### src/rtl/mode_event_router_pkg.sv
// Shared types for the panel button router: mode codes, event codes, FSM states.
package mode_event_router_pkg;

    localparam int unsigned MODE_W    = 2;
    localparam int unsigned NUM_MODES = 4;

    typedef enum logic [MODE_W-1:0] {
        MODE_TIME  = 2'b00,
        MODE_DATE  = 2'b01,
        MODE_SW    = 2'b10,
        MODE_ALARM = 2'b11
    } mode_e;

    typedef enum logic [1:0] {
        EVT_B0S = 2'b00,
        EVT_B0L = 2'b01,
        EVT_B1S = 2'b10,
        EVT_B1L = 2'b11
    } evt_e;

    typedef enum logic [1:0] {
        ST_IDLE    = 2'b00,
        ST_SWITCH  = 2'b01,
        ST_SETTING = 2'b10
    } state_e;

    typedef struct packed {
        logic valid;
        evt_e code;
    } evt_t;

    function automatic logic [NUM_MODES-1:0] mode_onehot(input mode_e m);
        return NUM_MODES'(1) << m;
    endfunction

endpackage

### src/rtl/mode_event_router_btn_evt_enc.sv
// Fixed-priority button event encoder: B0SHORT > B0LONG > B1SHORT > B1LONG.
module btn_evt_enc
    import mode_event_router_pkg::*;
(
    input  logic b0short_i,
    input  logic b0long_i,
    input  logic b1short_i,
    input  logic b1long_i,
    output evt_t evt_c_o
);

    always_comb begin
        evt_c_o = '0;
        if (b0short_i) begin
            evt_c_o = '{valid: 1'b1, code: EVT_B0S};
        end else if (b0long_i) begin
            evt_c_o = '{valid: 1'b1, code: EVT_B0L};
        end else if (b1short_i) begin
            evt_c_o = '{valid: 1'b1, code: EVT_B1S};
        end else if (b1long_i) begin
            evt_c_o = '{valid: 1'b1, code: EVT_B1L};
        end
    end

endmodule

### src/rtl/mode_event_router.sv
// Button-event router and display-mode sequencer for the clock/date panel.
// Optional setting-session timeout is built when MODE_TIMEOUT_EN is defined.
module mode_event_router
    import mode_event_router_pkg::*;
#(
    parameter int unsigned TIMEOUT = 30
) (
    input  logic                 OneClk,
    input  logic                 rst,
    input  logic                 b0short_i,
    input  logic                 b0long_i,
    input  logic                 b1short_i,
    input  logic                 b1long_i,
    input  logic [NUM_MODES-1:0] setting_in_i,
    output logic [MODE_W-1:0]    mode_o,
    output logic                 evt_valid_o,
    output logic [1:0]           evt_code_o,
    output logic [NUM_MODES-1:0] evt_grant_o,
    output logic                 mode_change_o,
    output logic [NUM_MODES-1:0] force_exit_o
);

    if (TIMEOUT < 2) begin : g_bad_timeout
        $error("mode_event_router: TIMEOUT must be at least 2");
    end

    state_e                state_q, state_d;
    mode_e                 mode_q, mode_d;
    evt_t                  hold_q, hold_d;
    logic                  evt_valid_q, evt_valid_d;
    evt_e                  evt_code_q, evt_code_d;
    logic [NUM_MODES-1:0]  evt_grant_q, evt_grant_d;
    logic                  mode_change_q, mode_change_d;
    evt_t                  fresh_c;
    evt_t                  src_c;
    logic                  cur_set_c;

    btn_evt_enc u_enc (
        .b0short_i (b0short_i),
        .b0long_i  (b0long_i),
        .b1short_i (b1short_i),
        .b1long_i  (b1long_i),
        .evt_c_o   (fresh_c)
    );

    assign cur_set_c = setting_in_i[mode_q];

    // Next-state: a buffered event from the switch cycle replaces any fresh one.
    always_comb begin
        state_d       = state_q;
        mode_d        = mode_q;
        hold_d        = hold_q;
        evt_valid_d   = 1'b0;
        evt_code_d    = evt_code_q;
        evt_grant_d   = '0;
        mode_change_d = 1'b0;
        src_c         = fresh_c;

        unique case (state_q)
            ST_IDLE: begin
                if (hold_q.valid) begin
                    src_c = hold_q;
                end
                hold_d = '0;
                if (src_c.valid && (src_c.code == EVT_B0S)) begin
                    mode_d        = mode_e'(mode_q + MODE_W'(1));
                    mode_change_d = 1'b1;
                    state_d       = ST_SWITCH;
                end else begin
                    if (src_c.valid) begin
                        evt_valid_d = 1'b1;
                        evt_code_d  = src_c.code;
                        evt_grant_d = mode_onehot(mode_q);
                    end
                    if (cur_set_c) begin
                        state_d = ST_SETTING;
                    end
                end
            end
            ST_SWITCH: begin
                hold_d  = fresh_c;
                state_d = ST_IDLE;
            end
            ST_SETTING: begin
                if (fresh_c.valid) begin
                    evt_valid_d = 1'b1;
                    evt_code_d  = fresh_c.code;
                    evt_grant_d = mode_onehot(mode_q);
                end
                if (!cur_set_c) begin
                    state_d = ST_IDLE;
                end
            end
            default: begin
                state_d = ST_IDLE;
                hold_d  = '0;
            end
        endcase
    end

    always_ff @(posedge OneClk or negedge rst) begin
        if (!rst) begin
            state_q       <= ST_IDLE;
            mode_q        <= MODE_TIME;
            hold_q        <= '0;
            evt_valid_q   <= 1'b0;
            evt_code_q    <= EVT_B0S;
            evt_grant_q   <= '0;
            mode_change_q <= 1'b0;
        end else begin
            state_q       <= state_d;
            mode_q        <= mode_d;
            hold_q        <= hold_d;
            evt_valid_q   <= evt_valid_d;
            evt_code_q    <= evt_code_d;
            evt_grant_q   <= evt_grant_d;
            mode_change_q <= mode_change_d;
        end
    end

    assign mode_o        = mode_q;
    assign evt_valid_o   = evt_valid_q;
    assign evt_code_o    = evt_code_q;
    assign evt_grant_o   = evt_grant_q;
    assign mode_change_o = mode_change_q;

`ifdef MODE_TIMEOUT_EN
    localparam int unsigned CNT_W = $clog2(TIMEOUT + 1);

    logic [CNT_W-1:0]     cnt_q, cnt_d;
    logic [NUM_MODES-1:0] force_q, force_d;

    // Counter only advances on quiet SETTING cycles; everything else parks it at 0.
    always_comb begin
        cnt_d   = '0;
        force_d = '0;
        if ((state_q == ST_SETTING) && cur_set_c && !evt_valid_d) begin
            if (cnt_q == CNT_W'(TIMEOUT - 1)) begin
                force_d = mode_onehot(mode_q);
            end else begin
                cnt_d = cnt_q + CNT_W'(1);
            end
        end
    end

    always_ff @(posedge OneClk or negedge rst) begin
        if (!rst) begin
            cnt_q   <= '0;
            force_q <= '0;
        end else begin
            cnt_q   <= cnt_d;
            force_q <= force_d;
        end
    end

    assign force_exit_o = force_q;
`else
    assign force_exit_o = '0;
`endif

endmodule
### config.mk
export PLATFORM = sky130hd
export DESIGN_NAME = mode_event_router
export DESIGN_NICKNAME = d
export VERILOG_FILES = /design/src/rtl/mode_event_router_pkg.sv /design/src/rtl/mode_event_router_btn_evt_enc.sv /design/src/rtl/mode_event_router.sv
export SDC_FILE = /design/constraint.sdc
export NUM_CORES = 1
export LEC_CHECK = 0
export BUFFER_PORTS_ARGS = -buffer_cell sky130_fd_sc_hd__buf_2
export CAP_MARGIN = 30
export CORE_MARGIN = 1.5
export CORE_UTILIZATION = 52
export CTS_CLUSTER_DIAMETER = 80
export DETAILED_ROUTE_END_ITERATION = 8
export PLACE_DENSITY = 0.85
export SLEW_MARGIN = 30
export SYNTH_ARGS = -nofsm -noshare
export SYNTH_HDL_FRONTEND = slang
export SYNTH_SLANG_ARGS = --single-unit
### constraint.sdc
create_clock -name OneClk -period 4.1 [get_ports OneClk]
set_input_delay 0.205 -clock OneClk [delete_from_list [all_inputs] [get_ports OneClk]]
set_output_delay 0.205 -clock OneClk [all_outputs]
set_load 0.02 [all_outputs]
# Word level (Yosys, flattened, before mapping)
# Cells that the tools add are included.
[classes]
order_cmp = 1
n_shift = 1
n_addsub = 1
mux = 27
n_eq_ne = 7
n_reduce_logical = 7
[ops]
columns = ["op", "n"]
rows = [
  ["$mux W3", 6],
  ["$mux W2", 6],
  ["$mux W4", 3],
  ["$pmux W2 S2", 2],
  ["$pmux W4 S2", 1],
  ["$mux W1", 6],
  ["$ne A2 B2 Y1 const B", 3],
  ["$pmux W3 S2", 1],
  ["$logic_not A2 Y1", 2],
  ["$reduce_and A2 Y1", 2],
  ["$reduce_and A4 Y1", 1],
  ["$shl A1 B2 Y4 const A", 1],
  ["$lt A2 B3 Y1 const B", 1],
  ["$ne A3 B3 Y1 const B", 1],
  ["$add A2 B1 Y2 const B", 1],
  ["$bmux W1 S2", 1],
  ["$eq A2 B1 Y1 const B", 1],
  ["$eq A2 B2 Y1 const B", 1],
  ["$ne A2 B1 Y1 const B", 1],
  ["$pmux W1 S2", 1],
  ["$reduce_bool A2 Y1", 1],
  ["$logic_and A1 B1 Y1", 1],
]
[totals]
in_bits = 10
wordCells = 52
out_inout_bits = 14
regBits = 15

# Logic depth before layout (Yosys ltp)
# Gate-level depths: netlist (run 1).
[depth]
ltp_word = 10
ltp_mapped = 5
ltp_nobuf = 5

# Hierarchy
# From an unflattened synthesis (run 1), not the netlist that was laid out.
[unflattened]
hier_cells = 60
hier_area_um2 = 759.5
[by_module_without_submodules]
columns = ["mod", "area_each_um2", "seq_area_each_um2", "n_inst", "cells_per_inst"]
rows = [
  ["mode_event_router", 724.4, 375.4, 1, 53],
  ["btn_evt_enc", 35.0, 0.0, 1, 7],
]

# Worst setup path before layout (run 1)
# OpenSTA, ideal clock, no wires.
[synth_path]
path_kind = "register -> register"
start = "register hold_q[2] (netlist bit)"
end = "register mode_q[1] (netlist: mode_o[1])"
setup_slack_ns = 2.579
synth_period_minus_slack_ns = 1.521
t_required_ns = 3.975
arrival_ns = 1.396
setup_ns = 0.125
stages_incl_launch_ff = 4
cell_sequence = "dfrtp_1 > o21bai_1 > a2111oi_4 > mux2_4"
[synth_via]
elab_chain_cells = 5
[synth_lines]
columns = ["item", "line", "text"]
rows = [
  ["from (decl)", "mode_event_router.sv:29", "evt_t hold_q, hold_d;"],
  ["from (signal assigned)", "mode_event_router.sv:113", "hold_q <= hold_d;"],
  ["$mux W3 (*)", "mode_event_router.sv:61", "if (hold_q.valid) begin"],
  ["$mux W3 (*)", "mode_event_router.sv:59", "unique case (state_q)"],
  ["$logic_not A2 Y1", "mode_event_router.sv:65", "if (src_c.valid && (src_c.code == EVT_B0S)) begin"],
  ["$logic_and A1 B1 Y1 (*)", "mode_event_router.sv:65", ""],
  ["$reduce_and A2 Y1 (no line) (*)", "--", ""],
  ["to (signal assigned)", "mode_event_router.sv:112", "mode_q <= mode_d;"],
  ["to (decl)", "mode_event_router.sv:28", "mode_e mode_q, mode_d;"],
]
# Every way passes the cells marked *; elsewhere a longest branch is shown, timed or not. The select of a mux whose other input is x is not followed.
# A chain may end at the register's enable or synchronous reset.

# Final worst setup path (run 1)
[layout_path]
start = "register state_q[1]"
end = "register evt_code_q[1] (netlist: evt_code_o[1])"
[layout_via]
elab_chain_cells = 3
elab_cells_between_ends = 8
cone_classes = "eq/ne: 4; mux: 1; reduce/logical: 3"
[layout_lines]
columns = ["item", "line", "text"]
rows = [
  ["from (decl)", "mode_event_router.sv:27", "state_e state_q, state_d;"],
  ["from (signal assigned)", "mode_event_router.sv:111", "state_q <= state_d;"],
  ["$eq A2 B2 Y1 / $logic_not A2 Y1 (equally long branches)", "mode_event_router.sv:59", ""],
  ["$ne A2 B2 Y1 (no line), or another cell as far along", "--", ""],
  ["$reduce_and A4 Y1 (no line)", "--", ""],
  ["to (signal assigned)", "mode_event_router.sv:115", "evt_code_q <= evt_code_d;"],
  ["to (decl)", "mode_event_router.sv:31", "evt_e evt_code_q, evt_code_d;"],
]
# Several ways; a longest one is shown, not always the timed one.

==> results of run 1 <==
## final cells by class
type / count / area, um2 / share of cell area
clock buffers: 4 / 26.3 / 0.0286
inverters: 4 / 15.0 / 0.0163
multi-input cells: 45 / 379 / 0.412
flip-flops and latches: 15 / 375 / 0.408
well taps: 15 / 18.8 / 0.0204
repair buffers: 20 / 105 / 0.114
## cells in the mapped netlist
cell / n
nand2_1: 2
mux2_4: 3
nor2b_1: 2
ha_1: 4
nor3_2: 1
dfrtp_1: 15
conb_1: 1
mux2_1: 2
nor4_1: 1
o21bai_1: 1
nor3_1: 2
buf_4: 4
and2_1: 4
nand2b_1: 4
nand2_2: 1
inv_1: 4
a21oi_1: 3
a2111oi_4: 1
nor2_1: 3
mux4_2: 1
a22o_1: 2
a2111oi_0: 1
xnor2_1: 1
o21a_1: 1
o31a_4: 1
## layer usage
layer / track usage / up-vias
met5: 0 / -
li1: - / 260
met1: 0.212 / 249
met4: 0.0581 / 0
met2: 0.300 / 16
met3: 0.0696 / 4
## worst max-delay path, stage by stage (launching register included)
cell and delay (ns):
dfrtp_1 0.49, nor2b_1 0.29, nand2b_1 0.19, mux2_1 0.33
mux2_4 0.26
## through the flow
stage	power (W)	hold WS (ns)
global route	0.000725	0.329
detailed placement	0.000600	0.125
floorplan	0.000509	-0.0906
CTS	0.000682	0.304
finish	0.000675	0.310
global placement	0.000582	0.119
## how the worst min path moves through the flow
stage / endpoint / depth (start not counted) / start
3_5_place_dp: hold_q[1]$_DFFE_PN0N_ / 1 / rst
4_1_cts: hold_q[2]$_DFFE_PN0N_ / 4 / b1short_i
5_1_grt: hold_q[2]$_DFFE_PN0N_ / 4 / b1long_i
6_report: hold_q[2]$_DFFE_PN0N_ / 4 / b1short_i
2_1_floorplan: evt_code_o[0]$_DFFE_PN0P_ / 0 / rst
3_3_place_gp: hold_q[0]$_DFFE_PN0N_ / 1 / rst
## flip-flops by register name (all words and copies together) (netlist names)
signal	flops
evt_code_o	2
state_q	2
mode_o	2
hold_q	3
evt_valid_o	1
evt_grant_o	4
mode_change_o	1
## logic make-up after synthesis
kind of cell / Yosys count
AND/OR/NAND/NOR: 20
flip-flops: 15
AO/OA/AOI/OAI: 10
buffers and inverters: 8
multiplexers: 6
adder cells (fa/ha/maj): 4
other: 1
XOR/XNOR: 1
## power groups by stage
stage / Clock (W) / Combinational [W] / Sequential (W)
5_1_grt: 0.0000945 / 0.000358 / 0.000273
3_5_place_dp: 0 / 0.000333 / 0.000267
6_report: 0.0000825 / 0.000328 / 0.000264
2_1_floorplan: 0 / 0.000197 / 0.000312
3_3_place_gp: 0 / 0.000319 / 0.000263
4_1_cts: 0.0000843 / 0.000334 / 0.000264
==> PnR_summary.wiki, run 1 <==
{| class="wikitable"
! Metric !! Value
|-
| Fraction of final layout cells with drive strength greater than 1 || 0.341
|-
| Unrepaired setup endpoints after global routing || no
|-
| Post-synthesis cell area || 788 um2
|-
| Kind of start point of the critical path || flop
|-
| Input/output buffers || 19
|-
| Switching share of power || 0.407
|-
| Highest routed metal layer || met4
|-
| Remaining global-route overflow || 0
|-
| Portion of total power attributed to combinational logic || 0.486
|-
| Number of DRC violations after detailed routing || 0
|-
| Die X-Extent || 41.9 um
|-
| Clk buf depth || 2
|-
| H-tree Lvls || 1
|-
| XOR/XNOR Fraction of Synth Area || 0.0111
|-
| Critical path origin || state_q[1]$_DFFE_PN0P_
|-
| Final weighted congestion in routability-driven placement || 0.749
|-
| Cell count after synthesis || 65
|-
| Setup bufs post-CTS || 0
|-
| Simple logic cell fraction of the synthesized area || 0.144
|-
| Final Instance Area || 920 um2
|-
| Count of endpoints failing hold in the final timing report || 0
|-
| Top cell type's share of synthesized area || 0.476
|-
| Initial Util || 0.584
|-
| Length in cells of the worst reg-to-reg path || 4
|-
| Most frequent cells in the layout || 19 x buf_2, 15 x dfrtp_1
|-
| CTS tree || yes
|-
| Cell Count Post-Placement || 98
|-
| Via count of the first global-routing pass || 532
|-
| Final Cycle Share || 0.405
|-
| Final Max Tran Viols || 0
|-
| Synthesized area divided by synthesized cell count || 12.1 um2
|-
| Wire length on met2 || 690 um
|-
| Placed Instance Area || 883 um2
|-
| Startpoint-to-endpoint class of the critical path || reg -> reg
|-
| Total vias in the final route || 529
|-
| Number of hold buffers added after CTS || 1
|-
| Portion of the post-synthesis area used by sequential elements || 0.476
|-
| Endpoint arrival time on the critical path || 1.83 ns
|-
| Utilization after layout || 0.681
|-
| GR Util All Layers || 0.180
|-
| Worst flop-to-flop path endpoint || evt_code_o[1]$_DFFE_PN0P_
|-
| Drt via density || 5.14
|-
| M1 wire length || 522 um
|-
| Routed wirelength normalized by instance count || 12.8 um
|-
| Resized Gates After CTS || 0
|-
| HPWL after DPL || 1050 um
|-
| Number of diodes added for antenna fixing || 0
|-
| Clock sink count || 15
|-
| Height of the die || 41.9 um
|-
| Part of the total power dissipated in the clock network || 0.122
|-
| Cell type with the largest total area after synthesis || dfrtp_1
|-
| Synth area leaders || dfrtp_1 48%, ha_1 6.3%, mux2_4 5.7%, buf_4 3.8%, a2111oi_4 3.5%
|-
| Dominant combinational cell family by area after synthesis || simple AND/OR/NAND/NOR gates
|-
| Final worst-path setup slack || 2.44 ns
|-
| Number of unique standard cell types used by synthesis || 25
|-
| CTS Root Buffer Type || clkbuf_4
|-
| Max-cap violations || 0
|-
| Filler-free cell count of the finished design || 103
|-
| Initial antenna violation count || 0
|-
| Seq cells post-synth || 15
|-
| Lkg Pwr || 0.477 nW
|-
| Endpoint class of the critical path || flop
|-
| Run status || finished, final reports clean
|-
| Area of the die || 1760 um2
|-
| Number of fillers in the final layout || 99
|-
| Required arrival time at the worst endpoint || 4.28 ns
|-
| Clk_skew || 0.00588 ns
|-
| Placement row count || 13
|-
| Most frequent standard cell in the layout excluding fill and tap cells || buf_2
|-
| Power share of the sequential group || 0.391
|-
| Io pins || 24
|-
| Number of warnings printed during yosys synthesis || 0
|-
| Number of detailed-route iterations in the first pass || 4
|-
| Internal portion of total power || 0.000400 W
|-
| First-pass GRT wire length || 2360 um
|-
| Clock Pin Slew Worst Setup and Hold Paths || 0.08 ns
|-
| Synthesized-area fraction occupied by ao, oa, aoi and oai cells || 0.129
|-
| Critical register-to-register path startpoint || state_q[1]$_DFFE_PN0P_
|-
| End point of the critical path || evt_code_o[1]$_DFFE_PN0P_
|-
| Core Box Area || 1350 um2
|-
| Post-detailed-routing wire length || 1320 um
|-
| Nets@finish || 103
|-
| CP Max Fanout || 7
|-
| Maximum number of pins on one net before global-route repair || 16
|-
| Proportion of synthesized area in mux cells || 0.114
|-
| Slack of the worst reg-to-reg path || 2.44 ns
|-
| Worst ir drop on vdd || 0.000421 V
|-
| Power spent charging and discharging nets || 0.000275 W
|-
| Minimum clock period after layout || 1.66 ns
|-
| Path category of the worst min-delay check || in -> reg
|-
| Pre-CTS setup slack || 2.44 ns
|-
| Total power density per cell area || 734 nW/um2
|-
| Detail Route Antenna Nets || 0
|-
| TritonCTS Buffers || 3
|-
| Starting DRT DRC Count || 6
|-
| Sum of met3 wire segment lengths after detailed routing || 87 um
|-
| Clock latency at the later pin of the worst-skew pair || 0.28 ns
|-
| Total negative setup slack || 0 ns
|-
| Area added between synthesis and finish || 16.7%
|-
| Final setup vio count || 0
|-
| Peak Freq || 603 MHz
|-
| Share of synthesized cell area in full adder, half adder and majority cells || 0.0635
|}
(Power assumes the default switching activity.)
==> inputs of run 2 (changes only) <==
--- a/config.mk
+++ b/config.mk
@@ -8,10 +8,10 @@
 export BUFFER_PORTS_ARGS = -buffer_cell sky130_fd_sc_hd__buf_2
 export CAP_MARGIN = 30
 export CORE_MARGIN = 1.5
-export CORE_UTILIZATION = 52
+export CORE_UTILIZATION = 49
 export CTS_CLUSTER_DIAMETER = 80
 export DETAILED_ROUTE_END_ITERATION = 8
-export PLACE_DENSITY = 0.85
+export PLACE_DENSITY = 0.81
 export SLEW_MARGIN = 30
 export SYNTH_ARGS = -nofsm -noshare
 export SYNTH_HDL_FRONTEND = slang
==> constraint.sdc (replaced) <==
create_clock -name OneClk -period 1.6 [get_ports OneClk]
set_input_delay 0.08 -clock OneClk [delete_from_list [all_inputs] [get_ports OneClk]]
set_output_delay 0.08 -clock OneClk [all_outputs]
set_load 0.02 [all_outputs]
==> PnR_summary.wiki, run 2 (synthesized netlist as in run 1, its figures left out) <==
{| class="wikitable"
! Metric !! Value
|-
| Remaining global-route overflow || 0
|-
| Most frequent cells in the layout || 19 x buf_2, 15 x dfrtp_1, 5 x buf_4
|-
| Unrepaired setup endpoints after global routing || no
|-
| GR Util All Layers || 0.186
|-
| Startpoint-to-endpoint class of the critical path || reg -> reg
|-
| Placed Instance Area || 922 um2
|-
| Maximum number of pins on one net before global-route repair || 16
|-
| Number of fillers in the final layout || 124
|-
| Number of DRC violations after detailed routing || 0
|-
| Die X-Extent || 43.1 um
|-
| CTS Root Buffer Type || clkbuf_4
|-
| Hold slack final || 0.184 ns
|-
| Most frequent standard cell in the layout excluding fill and tap cells || buf_2
|-
| Core Box Area || 1510 um2
|-
| TritonCTS Buffers || 3
|-
| Height of the die || 43.1 um
|-
| Highest-delay cell along the critical path || a2111oi_4
|-
| Starting DRT DRC Count || 9
|-
| Number of detailed-route iterations in the first pass || 4
|-
| Final Max Tran Viols || 0
|-
| Slowest cell delay on critical path || 0.47 ns
|-
| Count of endpoints failing hold in the final timing report || 0
|-
| HPWL after DPL || 1180 um
|-
| Endpoint class of the critical path || flop
|-
| Number of diodes added for antenna fixing || 0
|-
| Detail Route Antenna Nets || 0
|-
| Total vias in the final route || 566
|-
| Fraction of final layout cells with drive strength greater than 1 || 0.376
|-
| Path category of the worst min-delay check || in -> reg
|-
| Nets@finish || 108
|-
| Final weighted congestion in routability-driven placement || 0.757
|-
| Minimum clock period after layout || 1.51 ns
|-
| Area added between synthesis and finish || 21.6%
|-
| First-pass GRT wire length || 2530 um
|-
| Total negative setup slack || 0 ns
|-
| Setup bufs post-CTS || 0
|-
| Required arrival time at the worst endpoint || 1.76 ns
|-
| Clock sink count || 15
|-
| Clk_skew || 0.00636 ns
|-
| Endpoint arrival time on the critical path || 1.67 ns
|-
| Clock latency at the later pin of the worst-skew pair || 0.28 ns
|-
| Initial Util || 0.523
|-
| Flip-flop count of the largest register, all copies and words added || 4
|-
| Clock Pin Slew Worst Setup and Hold Paths || 0.08 ns
|-
| Pre-CTS setup slack || 0.0916 ns
|-
| Post-detailed-routing wire length || 1520 um
|-
| CP Max Fanout || 3
|-
| Worst ir drop on vdd || 0.00101 V
|-
| Input/output buffers || 19
|-
| Initial antenna violation count || 0
|-
| Resized Gates After CTS || 0
|-
| Placement row count || 14
|-
| H-tree Lvls || 1
|-
| Lkg Pwr || 0.502 nW
|-
| Total power density per cell area || 1890 nW/um2
|-
| Final Cycle Share || 0.945
|-
| Peak Freq || 661 MHz
|-
| Area of the die || 1860 um2
|-
| Final setup vio count || 0
|-
| Kind of start point of the critical path || flop
|-
| Chain of cells forming the critical path || o21bai_1 > a2111oi_4 > mux2_4
|-
| Run status || finished, final reports clean
|-
| CTS tree || yes
|-
| Via count of the first global-routing pass || 596
|-
| Overall power after layout || 0.00181 W
|-
| Number of hold buffers added after CTS || 1
|-
| Final Instance Area || 958 um2
|-
| Io pins || 24
|-
| Max-cap violations || 0
|-
| Clk buf depth || 2
|-
| Final worst-path setup slack || 0.0876 ns
|-
| Drt via density || 5.19
|-
| Routed wirelength normalized by instance count || 13.9 um
|}
## run 2: changes by cell type in the layout (fill, tap and decap cells not counted), sizes merged
cell	change
buf	+5
## run 2: area by class of cell
class / count / area [um2] / share of cell area
Timing Repair Buffer: 25 / 143 / 0.149
Clock buffer: 4 / 26.3 / 0.0274
Multi-Input combinational cell: 45 / 379 / 0.396
Tap cell: 16 / 20.0 / 0.0209
Sequential cell: 15 / 375 / 0.392
Inverter: 4 / 15.0 / 0.0157
## run 2: through the flow
step,cells,util
after floorplan,68,-
after global placement,104,0.612
after detailed placement,104,0.612
after CTS,109,0.636
after global routing,109,0.636
final,109,0.636
## run 2: report_power, final
group	internal, W	switching, W
combinational	0.000457	0.000510
clock	0.0000965	0.000114
sequential	0.000531	0.0000990
total	0.00108	0.000723
## run 2: path summary, 6_finish.rpt
kind	to	slack, ns	cells past startpoint	startpoint
max	mode_o[1]$_DFFE_PN0P_	0.09	3	hold_q[2]$_DFFE_PN0N_
max in group asynchronous	hold_q[1]$_DFFE_PN0N_	1.09	2	rst
min	hold_q[2]$_DFFE_PN0N_	0.18	4	b1short_i
max reg2reg	mode_o[1]$_DFFE_PN0P_	0.09	3	hold_q[2]$_DFFE_PN0N_
min reg2reg	evt_code_o[1]$_DFFE_PN0P_	0.52	1	evt_code_o[1]$_DFFE_PN0P_
min in group asynchronous	evt_grant_o[2]$_DFF_PN0_	0.27	2	rst
## run 2: routing by layer
metal / up-vias / GRT usage / wire, um / part of all wire
met5: - / 0 / 0 / 0
met4: 0 / 0.103 / 9 / 0.0059
met1: 273 / 0.208 / 617 / 0.41
met3: 2 / 0.0426 / 59 / 0.039
li1: 273 / - / - / -
met2: 18 / 0.319 / 833 / 0.55
## run 2: critical path, delay by kind of cell, from the launching register on
kind | cells | cell delay, ns
compound gates | 2 | 0.68
flops | 1 | 0.39
mux | 1 | 0.33
